$ cat config.mk
export PLATFORM = sky130hd
export DESIGN_NAME = rs_enc_stream
export DESIGN_NICKNAME = d
export VERILOG_FILES = /design/src/rtl/rs_enc_stream.sv
export SDC_FILE = /design/constraint.sdc
export NUM_CORES = 1
export LEC_CHECK = 0
export ABC_CLOCK_PERIOD_IN_PS = 5600
export CAP_MARGIN = 40
export CORE_MARGIN = 4
export CORE_UTILIZATION = 35
export DETAILED_ROUTE_END_ITERATION = 7
export HOLD_SLACK_MARGIN = 0.1
export PLACE_DENSITY = 0.68
export SYNTH_ARGS = -nofsm -noshare
export SYNTH_HDL_FRONTEND = slang
export SYNTH_SLANG_ARGS = --single-unit
export TNS_END_PERCENT = 1
$ cat constraint.sdc
create_clock -name clk -period 5.6 [get_ports clk]
set_input_delay 0.84 -clock clk [delete_from_list [all_inputs] [get_ports clk]]
set_output_delay 0.84 -clock clk [all_outputs]
set_load 0.02 [all_outputs]
$ cat src/rtl/rs_enc_stream.sv
// rs_enc_stream: streaming systematic RS-style encoder over GF(2^8) (poly 0x15F),
// appending P = XOR of symbols and Q = sum alpha^i * d_i to each K-symbol codeword.
module rs_enc_stream #(
    parameter int K         = 8,
    parameter int BEAT_SYMS = 2
) (
    input  logic                     clk,
    input  logic                     rst,
    input  logic                     s_valid,
    output logic                     s_ready,
    input  logic [BEAT_SYMS*8-1:0]   s_data,
    input  logic                     s_last,
    output logic                     m_valid,
    input  logic                     m_ready,
    output logic [(K+2)*8-1:0]       m_codeword,
    output logic                     err,
    output logic [15:0]              err_cnt
);
    localparam int NB = K / BEAT_SYMS;
    localparam int BW = BEAT_SYMS * 8;
    localparam int CW = NB > 1 ? $clog2(NB) : 1;

    logic [CW-1:0]  cnt;
    logic [7:0]     p, q, pw, p_nxt, q_nxt, pw_nxt;
    logic [K*8-1:0] data_buf, data_nxt;
    logic           acc, at_end, fin, ferr;

    function automatic logic [7:0] xtime(input logic [7:0] a);
        return {a[6:0], 1'b0} ^ (a[7] ? 8'h5f : 8'h00);
    endfunction

    function automatic logic [7:0] gmul(input logic [7:0] a, input logic [7:0] b);
        logic [7:0] r, x;
        r = '0;
        x = a;
        for (int i = 0; i < 8; i++) begin
            r = b[i] ? r ^ x : r;
            x = xtime(x);
        end
        return r;
    endfunction

    assign s_ready = !m_valid || m_ready;
    assign acc     = s_valid && s_ready;
    assign at_end  = cnt == CW'(NB - 1);
    assign fin     = acc && s_last && at_end;
    assign ferr    = acc && (s_last != at_end);

    // pw_nxt walks pw*alpha^j across the beat and ends at pw*alpha^BEAT_SYMS
    always_comb begin
        p_nxt  = p;
        q_nxt  = q;
        pw_nxt = pw;
        for (int j = 0; j < BEAT_SYMS; j++) begin
            p_nxt  = p_nxt ^ s_data[(BEAT_SYMS-1-j)*8 +: 8];
            q_nxt  = q_nxt ^ gmul(pw_nxt, s_data[(BEAT_SYMS-1-j)*8 +: 8]);
            pw_nxt = xtime(pw_nxt);
        end
    end

    always_comb begin
        data_nxt = data_buf;
        data_nxt[(NB-1-int'(cnt))*BW +: BW] = s_data;
    end

    always_ff @(posedge clk or posedge rst) begin
        if (rst) begin
            cnt        <= '0;
            p          <= '0;
            q          <= '0;
            pw         <= 8'h01;
            data_buf   <= '0;
            m_valid    <= 1'b0;
            m_codeword <= '0;
            err        <= 1'b0;
            err_cnt    <= '0;
        end else begin
            err <= ferr;
            if (ferr && err_cnt != 16'hffff)
                err_cnt <= err_cnt + 16'd1;
            if (fin) begin
                m_valid    <= 1'b1;
                m_codeword <= {data_nxt, p_nxt, q_nxt};
            end else if (m_ready) begin
                m_valid <= 1'b0;
            end
            if (acc) begin
                cnt      <= (fin || ferr) ? '0 : cnt + 1'b1;
                p        <= (fin || ferr) ? 8'h00 : p_nxt;
                q        <= (fin || ferr) ? 8'h00 : q_nxt;
                pw       <= (fin || ferr) ? 8'h01 : pw_nxt;
                data_buf <= data_nxt;
            end
        end
    end
endmodule

==> run_results.csv, run 1 <==
group,metric,value,unit
outcome,outcome,"completed",
synth,ys_seq_area_frac,0.4667,
timing,timing_hold_violations_final,0,
final_layout,area_delta_synth_final,21.19,%
placed_design,dp_hpwl,19080,um
pwr,leakage,5.188,nW
grt,grt_pass1_wl,45500,um
worst_setup_path,crit_family,"XOR/XNOR gates",
min_path,min_from,"m_codeword[58]",
timing,finalMaxSlewViolations,0,
final_layout,num_antenna_cells,0,
clock_network,cts_hold_buf,0,
final_layout,fin_area,12220,um2
drt,wl_met1,12910,um
die,core,28090,um2
grt,track_usage,0.1846,
drt,wl_met3,1966,um
placed_design,place_congestion,0.8974,
worst_setup_path,required,5.90,ns
synth,synth_ff_type,"dfrtp_1",
drt,drtIter0Drc,677,
synth,ys_warn_count,0,
drt,drt-total-wl,28370,um
grt,grt_remaining_overflow,0,
synth,synth_top_area_frac,0.4641,
worst_setup_path,slowest_delay,0.93,ns
min_path,hold_class,"register to register",
worst_setup_path,timing.critical_path.mode_cell,"xnor2_1",
drt,drt-vias-per-instance,5.243,
die,initial_core_util,0.3590,
synth,synth.largest_area_cell,"dfrtp_1",
die,fp.dieArea,31590,um2
placed_design,dpl.cell_count,1485,
clock_network,clk_pin_slew_worst_paths,0.07,ns
timing,fmaxAchievable,0.2885,GHz
die,die_w,177.7,um
timing,clock_skew,0.02072,ns
worst_setup_path,crit_arrival,3.76,ns
synth,synth.distinct_cells,50,
worst_setup_path,cp-end-kind,"register",
drt,wl_met2,13100,um
drt,top_layer_used,"met4",
grt,grt_max_degree,100,
timing,setup_viol,0,
grt,grt_pass1_vias,7823,
placed_design,dp_slack,1.763,ns
drt,dr.pass1.iters,5,
synth,synth_edf_count,0,
run,cap_violations,0,
clock_network,clockBufferDepth,2,
final_layout,nNetsFinal,1153,
grt,grt_antenna_before_repair,0,
synth,syn_nets,1082,
clock_network,post_cts_buffers,0,
timing,fin_ws,2.134,ns
timing,tns,0,ns
synth,async_reset_ff_frac,1.000,
synth,synth.avg_cell_area,9.558,um2
clock_network,numCtsBuffers,17,
die,chipHeight,177.7,um
placed_design,port_buffers,119,
synth,yosys-top-cells-area,"dfrtp_1 46%, xnor2_1 8.1%, nand2_1 6.2%",
die,pin_count,120,
worst_setup_path,critPathMaxFanout,12,
pwr,cellPowerDensity,451.2,nW/um2
clock_network,clock-sinks,188,
clock_network,ctsRootBufferMaster,"clkbuf_16",
timing,post-route-min-period,3.466,ns
clock_network,cts_tree,"built",
worst_setup_path,critPathKind,"input port to register",
drt,routedWlPerCell,18.70,um
worst_setup_path,crit_buf_inv,1,
clock_network,cts_htree_levels,4,
worst_setup_path,crit_chain,"clkdlybuf4s50_1 -> xnor2_1 -> mux2_2 -> a22oi_1 -> xnor2_1 -> xnor2_1 -> xnor2_1 -> o21ai_1",
timing,worst_slew_pin_slew,0.9445,ns
drt,drcViolationCount,0,
synth,ys_seq_elements,188,
worst_setup_path,crit_start,"s_data[4]",
worst_setup_path,reg2reg_from,"pw[3]",
pwr,ir_worst_vdd,0.0002549,V
final_layout,layout.cells.non_filler,1517,
clock_network,ctsResizeCount,0,
synth,syn_area,10080,um2
final_layout,final_util,0.4351,
die,num_rows,61,
final_layout,drive_gt1_frac,0.06146,
placed_design,place_area,11620,um2
clock_network,insertion_delay,0.45,ns
drt,ant_nets,0,
drt,vias,7953,
timing,finalCritPeriodShare,0.6189,
worst_setup_path,startpoint_type,"input port",
worst_setup_path,cpMaxStageDelayCell,"xnor2_1",
timing,slew_headroom,0.3684,
timing,rsz0062_at_grt,"false",
synth,synthCells,1055,
==> worst reg2reg max path: stages (launching register included) <==
cell	delay, ns
dfrtp_1	0.95
xor3_1	0.49
xnor3_1	0.39
xnor2_1	0.14
nor2b_1	0.14
xnor3_1	0.43
xnor2_1	0.15
mux2_2	0.26
==> worst paths after layout <==
| kind | end | slack, ns | cells after the start |
|---|---|---|---|
| max in group asynchronous | data_buf[51] | 3.58 | 3 |
| min in group asynchronous | m_codeword[29] | 0.81 | 2 |
| setup reg to reg | m_codeword[3] | 2.54 | 7 |
| hold reg to reg | m_codeword[58] | 0.48 | 2 |
| hold / removal | m_codeword[58] | 0.48 | 2 |
| setup / recovery | m_codeword[4] | 2.13 | 8 |
==> report_power, final <==
group,internal (W),switching [W]
Combinational,0.00118,0.00123
Clock,0.000622,0.000608
Sequential,0.00164,0.000232
Total,0.00344,0.00207
==> final cells by class <==
type                            count  area, um2
Fill cell                        2768      15870
Clock inverter                     13      146.4
Sequential cell                   188       4706
Inverter                           11      45.04
Clock buffer                       19      452.9
Timing Repair Buffer              139       1400
Tap cell                          378      473.0
Multi-Input combinational cell    769       4997
==> cells in the mapped netlist, types with 7 or more instances <==
library cell and count:
o21ai_1 8, dfrtp_1 187, a22o_1 67, nor3_1 7, xnor2_1 93, a21oi_1 87
a211oi_1 7, clkbuf_1 65, nand3_1 15, nor2_1 36, buf_2 8, inv_1 10
xor2_1 31, o21ai_0 94, buf_1 9, o31ai_1 8, xnor3_1 11, nor2b_1 67
nand2_1 167
==> through the flow <==
step                      hold slack [ns]  power [W]
after floorplan                    0.4582   0.003587
after detailed placement           0.4691   0.004298
after global routing               0.5030   0.005838
final                              0.4771   0.005514
after global placement             0.4634   0.004243
after CTS                          0.4856   0.005538
==> registers in the layout, summed over array words and instances, names as in the netlist <==
register,cells
m_codeword,80
data_buf,64
err_cnt,16
p,8
pw,8
q,8
cnt,2
err,1
m_valid,1
==> cell families after synthesis <==
family	Yosys count	synth area share
compound gates	296	0.1819
xor+xnor	144	0.1505
fa+ha+maj	6	0.007445
buf+inv	98	0.04008
flops	188	0.4667
mux	12	0.01266
simple gates	311	0.1407
==> per-layer routing <==
layer  vias to the layer above  track usage
met4                         0      0.04318
met5                         -            0
met3                        39      0.03728
met2                       292       0.2863
li1                       3736            -
met1                      3886       0.2670
==> cell usage in the layout, fill, tap and decap left out, types with 7 or more instances in the layout <==
cell type        instances
o31ai_1                  8
nor2_1                  36
clkbuf_16               17
a21oi_1                 87
nand3_1                 14
a211oi_1                 7
nand2_1                167
o21ai_0                 94
a22o_1                  67
o21ai_1                  8
dfrtp_1                187
clkdlybuf4s50_1        119
xnor3_1                 11
xnor2_1                 93
buf_4                   14
nor2b_1                 67
inv_1                    9
xor2_1                  31
No activity file was read; power rests on OpenSTA's default activity.
==> run 2, diff against run 1 <==
Settings changed: ABC_CLOCK_PERIOD_IN_PS 5600 to 3290, PLACE_DENSITY 0.68 to 0.66.
Clock period 5.6 ns to 3.29 ns, I/O delays scaled along.
==> run_results.csv, run 2 (synthesized netlist as in run 1, its figures left out) <==
group,metric,value,unit
die,pin_count,120,
grt,grt_remaining_overflow,0,
drt,routedWlPerCell,19.28,um
clock_network,numCtsBuffers,17,
clock_network,cts_tree,"built",
final_layout,largest_register,"m_codeword",
die,chipHeight,177.7,um
pwr,combPwrFrac,0.441,
placed_design,dp_slack,0.3590,ns
pwr,switchingPower,0.003481,W
timing,fin_ws,0.6231,ns
drt,drt-total-wl,29840,um
die,core,28090,um2
outcome,outcome,"completed",
grt,track_usage,0.1909,
drt,ant_nets,0,
drt,vias,7975,
final_layout,layout_commonest_cell,"dfrtp_1",
pwr,cellPowerDensity,769.3,nW/um2
worst_setup_path,crit_arrival,2.98,ns
grt,grt_pass1_vias,7926,
run,cap_violations,0,
die,initial_core_util,0.3590,
timing,setup_viol,0,
timing,timing_hold_violations_final,0,
pwr,leakage,5.342,nW
drt,drt-vias-per-instance,5.152,
timing,worst_slew_pin_slew,0.7737,ns
pwr,ir_worst_vdd,0.0003965,V
final_layout,largest_reg_flops,80,
die,fp.dieArea,31590,um2
placed_design,place_congestion,0.9678,
final_layout,nNetsFinal,1185,
worst_setup_path,required,3.61,ns
die,num_rows,61,
final_layout,area_delta_synth_final,23.35,%
timing,slew_headroom,0.4842,
final_layout,top_regs,"m_codeword: 80 flops, data_buf: 64 flops, err_cnt: 16 flops",
final_layout,final_cell_mix,"187 x dfrtp_1, 167 x nand2_1, 119 x clkdlybuf4s50_1",
clock_network,ctsRootBufferMaster,"clkbuf_16",
clock_network,insertion_delay,0.43,ns
drt,drtIter0Drc,626,
worst_setup_path,startpoint_type,"register",
pwr,intPower,0.006088,W
timing,finalCritPeriodShare,0.8106,
clock_network,cts_htree_levels,4,
timing,post-route-min-period,2.667,ns
min_path,hold_class,"register to register",
drt,dr.pass1.iters,5,
final_layout,num_antenna_cells,0,
pwr,clockPowerShare,0.229,
grt,grt_max_degree,131,
drt,drcViolationCount,0,
grt,grt_pass1_wl,46640,um
final_layout,drive_gt1_frac,0.08291,
placed_design,dp_hpwl,20240,um
clock_network,ctsResizeCount,0,
grt,grt_antenna_before_repair,0,
timing,finalMaxSlewViolations,0,
pwr,p_seq_frac,0.330,
final_layout,fillCellCount,2726,
timing,tns,0,ns
worst_setup_path,cp-end-kind,"register",
worst_setup_path,critPathMaxFanout,9,
clock_network,clk_pin_slew_worst_paths,0.07,ns
clock_network,clockBufferDepth,2,
clock_network,clock-sinks,188,
placed_design,port_buffers,119,
die,die_w,177.7,um
worst_setup_path,critPathKind,"register to register",
timing,rsz0062_at_grt,"false",
timing,fmaxAchievable,0.3750,GHz
clock_network,cts_hold_buf,0,
clock_network,post_cts_buffers,0,
pwr,switching_share,0.3638,
timing,clock_skew,0.009722,ns
run 2: path summary, 6_finish.rpt:
kind	cells past startpoint	slack, ns	startpoint	end
max	7	0.62	pw[2]	m_codeword[3]
min	2	0.48	m_codeword[59]	m_codeword[59]
max reg2reg	7	0.62	pw[2]	m_codeword[3]
min reg2reg	2	0.48	m_codeword[59]	m_codeword[59]
max in group asynchronous	3	2.08	rst	pw[1]
min in group asynchronous	3	0.57	rst	m_codeword[26]
run 2: final cells by class:
type                            instances  area (um2)  area share
Timing Repair Buffer                  171        1619      0.1302
Sequential cell                       188        4706      0.3783
Clock inverter                         10       152.6     0.01227
Tap cell                              378       473.0     0.03802
Clock buffer                           21       450.4     0.03621
Multi-Input combinational cell        769        4992      0.4014
Inverter                               11       45.04    0.003621
run 2: worst max-delay path: stages (launching register included):
cell	delay [ns]
dfrtp_1	0.60
xor2_2	0.56
xnor2_2	0.22
xnor2_1	0.18
nor2b_1	0.14
xnor3_1	0.44
xnor2_1	0.15
mux2_2	0.26
run 2: power by group through the flow:
stage | sequential, W | clock (W) | combinational (W)
detailed placement | 0.00318 | 0 | 0.00421
global route | 0.00322 | 0.00234 | 0.00457
finish | 0.00315 | 0.00219 | 0.00422
CTS | 0.00315 | 0.00224 | 0.00424
global placement | 0.00318 | 0 | 0.00415
floorplan | 0.00338 | 0 | 0.00273
run 2: metal layers:
metal	up-vias	GRT usage	wire [um]
met1	3903	0.2776	13980
met4	0	0.04608	371
met3	24	0.04133	1890
met5	-	0	0
li1	3805	-	-
met2	243	0.2916	13600
run 2: through the flow:
step           utilization  hold WS, ns  area, um2  total power (W)  std cells
2_1_floorplan            -       0.4582      10090         0.006106       1055
3_3_place_gp        0.4214       0.4643      11840         0.007332       1517
3_5_place_dp        0.4214       0.4708      11840         0.007393       1517
4_1_cts             0.4428       0.4883      12440         0.009633       1548
5_1_grt             0.4428       0.5045      12440          0.01013       1548
6_report            0.4428       0.4772      12440         0.009568       1548
==> run 3, diff against run 2 <==
Settings changed: ABC_CLOCK_PERIOD_IN_PS 3290 to 2200, PLACE_DENSITY 0.66 to 0.68.
Clock period 3.29 ns to 2.2 ns, I/O delays scaled along.
==> run_results.csv, run 3 (synthesized netlist as in run 1, its figures left out) <==
group,metric,value,unit
final_layout,num_antenna_cells,0,
placed_design,place_congestion,0.9333,
grt,grt_antenna_before_repair,0,
pwr,clockPowerShare,0.218,
timing,setup_viol,8,
grt,track_usage,0.1979,
worst_setup_path,timing.critical_path.mode_cell,"xnor2_1",
timing,fmaxAchievable,0.4421,GHz
final_layout,area_delta_synth_final,34.74,%
drt,drcViolationCount,0,
grt,grt_pass1_wl,48370,um
timing,slew_headroom,0.6022,
final_layout,final_cell_mix,"185 x dfrtp_1, 167 x nand2_1, 135 x buf_4",
final_layout,fin_area,13590,um2
drt,dr.pass1.iters,5,
timing,finalMaxSlewViolations,0,
worst_setup_path,reg2reg_from,"pw[6]",
worst_setup_path,cp-end-kind,"register",
drt,drtIter0Drc,838,
die,core,28090,um2
timing,clock_skew,0.01373,ns
worst_setup_path,crit_start,"pw[6]",
grt,grt_remaining_overflow,0,
timing,finalCritPeriodShare,1.028,
pwr,intPower,0.009603,W
die,die_w,177.7,um
outcome,outcome,"finished, violations left",
clock_network,insertion_delay,0.44,ns
worst_setup_path,required,2.52,ns
timing,timing_hold_violations_final,0,
final_layout,nNetsFinal,1288,
clock_network,cts_tree,"built",
worst_setup_path,reg2regPathDepth,9,
pwr,cellPowerDensity,1115,nW/um2
clock_network,numCtsBuffers,17,
worst_setup_path,cpMaxStageDelayCell,"dfrtp_1",
pwr,switching_share,0.3662,
worst_setup_path,crit_arrival,2.58,ns
worst_setup_path,rr_endpoint,"m_codeword[3]",
worst_setup_path,slowest_delay,0.42,ns
outcome,violations,"setup timing",
worst_setup_path,crit_chain,"buf_8 -> xor2_4 -> buf_4 -> xnor2_2 -> nor2_1 -> xnor2_1 -> xor2_1 -> xnor2_1 -> mux2_2",
worst_setup_path,critPathMaxFanout,9,
grt,grt_max_degree,62,
pwr,ir_worst_vdd,0.0006869,V
placed_design,place_area,12630,um2
worst_setup_path,startpoint_type,"register",
timing,rsz0062_at_grt,"true",
die,num_rows,61,
timing,fin_ws,-0.06219,ns
worst_setup_path,critPathKind,"register to register",
placed_design,dp_hpwl,22240,um
min_path,hold_class,"input port to asynchronous set/reset pin",
final_layout,drive_gt1_frac,0.1852,
pwr,leakage,5.965,nW
drt,drt-vias-per-instance,5.107,
timing,tns,-0.3190,ns
clock_network,cts_htree_levels,4,
drt,routedWlPerCell,18.82,um
die,pin_count,120,
clock_network,ctsRootBufferMaster,"clkbuf_16",
die,chipHeight,177.7,um
clock_network,clk_pin_slew_worst_paths,0.08,ns
final_layout,layout.cells.non_filler,1652,
final_layout,layout_commonest_cell,"dfrtp_1",
pwr,p_seq_frac,0.307,
placed_design,port_buffers,119,
clock_network,clock-sinks,188,
placed_design,dpl.cell_count,1610,
final_layout,largest_reg_flops,80,
pwr,combPwrFrac,0.475,
final_layout,final_util,0.4837,
timing,worst_slew_pin_slew,0.5968,ns
die,initial_core_util,0.3590,
drt,vias,8436,
pwr,switchingPower,0.005549,W
drt,ant_nets,0,
grt,grt_pass1_vias,8344,
final_layout,largest_register,"m_codeword",
drt,drt-total-wl,31080,um
worst_setup_path,reg2reg_slack,-0.06,ns
final_layout,top_regs,"m_codeword: 80 flops, data_buf: 64 flops, err_cnt: 16 flops",
die,fp.dieArea,31590,um2
timing,post-route-min-period,2.262,ns
clock_network,clockBufferDepth,2,
run,cap_violations,0,
==> run 3: cell count changes in the layout (fill, tap and decap cells not counted), moves of 3 or more <==
| cell | change |
|---|---|
| xnor3_1 | -3 |
| clkbuf_1 | -3 |
| buf_4 | +86 |
| buf_12 | +10 |
| nor2_1 | -4 |
| xnor3_2 | +3 |
| nor2_2 | +4 |
| buf_8 | +3 |
| xnor2_2 | +11 |
| xnor2_1 | -12 |
| buf_6 | +4 |
==> run 3: through the flow <==
stage                     setup slack, ns  power (W)  hold slack, ns
after detailed placement          -0.4405    0.01154          0.4711
after global placement            -0.4324    0.01145          0.4637
final                            -0.06219    0.01515          0.2356
after global routing              -0.1868    0.01600          0.2461
after CTS                        -0.06783    0.01510          0.2337
after floorplan                   -0.5497   0.009131          0.4582
==> run 3: worst max-delay path: cells and delay by family (launching register included) <==
family                    cells  cell delay (ns)
DFF                           1             0.42
muxes                         1             0.27
xor gates and xnor gates      5             1.03
and+or+nand+nor               1             0.09
buffers and inverters         2             0.35
==> run 3: cell type report <==
type | count | area (um2)
clock buffer | 17 | 425.4
clock inverter | 15 | 196.4
fill | 2644 | 14500
inverter | 11 | 52.55
multi-input combinational | 769 | 5176
sequential | 188 | 4708
tap | 378 | 473.0
timing repair buffer | 274 | 2555
==> run 3: how the worst max path moves through the flow <==
stage	end	depth (start not counted)
2_1_floorplan	cnt[0]	1
3_3_place_gp	m_codeword[3]	7
3_5_place_dp	m_codeword[3]	7
4_1_cts	m_codeword[2]	9
5_1_grt	q[2]	9
6_report	m_codeword[3]	9
==> run 3: per-layer routing <==
layer | part of all wire | up-vias | global-route usage | wire, um
met2 | 0.46 | 282 | 0.3073 | 14240
met5 | 0 | - | 0 | 0
li1 | - | 4007 | - | -
met4 | 0.020 | 0 | 0.05189 | 621
met1 | 0.46 | 4105 | 0.2844 | 14350
met3 | 0.060 | 42 | 0.03856 | 1865
==> run 3: repair_timing <==
action	4_1_cts	5_1_grt
setup endpoints to repair	11	32
endpoints found under the hold margin	0	0
gates resized for setup	32	19
hold buffers	0	0
buffers inserted	10	0
pin swaps	13	5
==> run 3: power by group through the flow <==
stage / Sequential [W] / Clock, W / Combinational, W
after floorplan: 0.00505 / 0 / 0.00408
after global placement: 0.00469 / 0 / 0.00676
after detailed placement: 0.00470 / 0 / 0.00684
after CTS: 0.00465 / 0.00335 / 0.00709
after global routing: 0.00475 / 0.00350 / 0.00775
final: 0.00466 / 0.00330 / 0.00719
==> edit, RTL diff (settings of run 1) <==
`BEAT_SYMS`: 2 -> 1.
--- a/src/rtl/rs_enc_stream.sv
+++ b/src/rtl/rs_enc_stream.sv
@@ -2,7 +2,7 @@
 // appending P = XOR of symbols and Q = sum alpha^i * d_i to each K-symbol codeword.
 module rs_enc_stream #(
     parameter int K         = 8,
-    parameter int BEAT_SYMS = 2
+    parameter int BEAT_SYMS = 1
 ) (
     input  logic                     clk,
     input  logic                     rst,
Ports: changed (resized s_data); port bits go from 120 to 112. No check against the original RTL was run, so the function may have changed too.
==> edit against run 1 <==
- count of clock-buffer cells in the layout did not move
- wire length down 20%
- fmax rose by 8.0%
- register-to-register slack worse by 150 ps
- setup slack better by 260 ps
- sequential cell count grew 1
- area after synthesis is 5.9% lower
- synthesized cell count decreased by 14%
- hold slack better by 1.3 ps
- design area is 5.8% lower
- via count decreased by 16%
- largest cell class is now registers
Power is not compared: it rests on default switching activity, and its combinational part moved more than twofold at a synthesized area within 25%.
==> edit: results (changes against run 1) <==
INFO  metric outcome = complete, no violations
INFO  metric fraction_of_final_layout_cells_sized_beyond_drive_strength_1 = 12.86% (+6.7 points)
INFO  metric fillCellCount = 2513 (-9.2%)
INFO  metric drt_iter0_drc = 467 (-31%)
INFO  metric cpLargestDelayFamily = simple AND/OR/NAND/NOR gates
INFO  metric multi_input_area_share = 38.41% (-2.5 points)
INFO  metric dr.pass1.iters = 6 (+1)
INFO  metric worstPathArrival = 3530 ps (-230 ps)
INFO  metric synth_cells = 907 (-14%)
INFO  metric syn_nets = 923 (-15%)
INFO  metric synth.yosys.seq_area_share = 49.85% (+3.2 points)
INFO  metric nNonClkInverters = 8 (-3)
INFO  metric final_nets = 998 (-13%)
INFO  metric timing.critical_path.from = cnt[0]
INFO  metric avgSynthCellArea = 10.46 sq um (+9.5%)
INFO  metric synth_commonest_cells = dfrtp_1, nand2_1, o21ai_0
INFO  metric first_pass_grt_wire_length = 37420 um (-18%)
INFO  metric multi_input_gates = 636 (-17%)
INFO  metric critPathMaxStageDelay = 740 ps (-190 ps)
INFO  metric finalWeightedCongestion = 0.7960 (-11%)
INFO  metric slew_headroom = 30.17% (-6.7 points)
INFO  metric clockNetworkAreaShare = 5.140% (+0.24 points)
INFO  metric placed_cell_area = 10920 sq um (-6.0%)
INFO  metric netlist-cell-type-count = 46 (-8.0%)
INFO  metric layout.area.seq = 4731 sq um (+0.53%)
INFO  metric r2r_slack = 2390 ps (-150 ps)
INFO  metric numPortBuffers = 111 (-6.7%)
INFO  metric clock-skew-final = 9.341 ps (-11.38 ps)
INFO  metric layout.nonclk_buf_share = 11.37% (-0.091 points)
INFO  metric vias_per_cell = 5.012 (-4.4%)
INFO  metric post-dp-hpwl = 15080 um (-21%)
INFO  metric clk-insertion-delay-late = 430 ps (-20 ps)
INFO  metric synth.area.top_cells = dfrtp_1, mux2_2, xnor2_1, mux2i_1, nand2_1
INFO  metric detailroute.via_count = 6696 (-16%)
INFO  metric crit_slowest_cell = nor2_1
==> edit: cell count changes after synthesis, sizes merged, moves of 11 or more <==
cell    before  now
mux2i        6   67
buf         22   34
xnor2       96   79
clkbuf      65   40
nor2        36   15
a22o        67    9
xor2        35   24
a21oi       87   17
mux2         6   68
nand2      167  155
nor2b       67    8
==> edit: through the flow <==
stage                     hold WS (ps)  worst slack [ps]  power, mW
after global routing             508.3              2199      4.348
after global placement           461.5              1932      2.879
after detailed placement         470.2              2020      2.919
after CTS                        486.8              2384      4.149
final                            478.4              2391      4.108
after floorplan                  449.2              2326      2.598
==> edit: layer usage <==
metal,share of wire (%),track usage (%),up-vias
li1,-,-,3241
met5,0,0,-
met1,48,21.74,3268
met4,1.0,3.691,0
met2,46,24.59,164
met3,4.6,3.083,23
==> edit: tightest hold or removal path: stages (launching register included) <==
cell and delay [ps]:
dfrtp_1 340, nand2_1 40, o21ai_0 60
==> edit: worst min path at each step <==
stage	to	slack (ps)	depth (start not counted)
floorplan	data_buf[14]	450	2
global placement	data_buf[46]	460	2
detailed placement	m_codeword[76]	470	2
CTS	data_buf[0]	490	2
global route	m_codeword[56]	510	2
finish	m_codeword[73]	480	2
==> edit: cell families after synthesis <==
group / after synthesis / synth area share, %
compound gates: 162 / 9.599
buf+inv: 82 / 3.784
fa+ha+maj: 3 / 0.3956
mux: 135 / 15.14
simple gates: 229 / 10.36
flops: 189 / 49.85
xor+xnor: 107 / 10.86
==> edit: where the power goes <==
group / leakage, nW / switching (mW) / total [mW] / internal, mW
Combinational: 2.18 / 0.527 / 1.08 / 0.558
Clock: 0.287 / 0.578 / 1.23 / 0.647
Sequential: 2.52 / 0.177 / 1.80 / 1.62
Total: 4.98 / 1.28 / 4.11 / 2.83
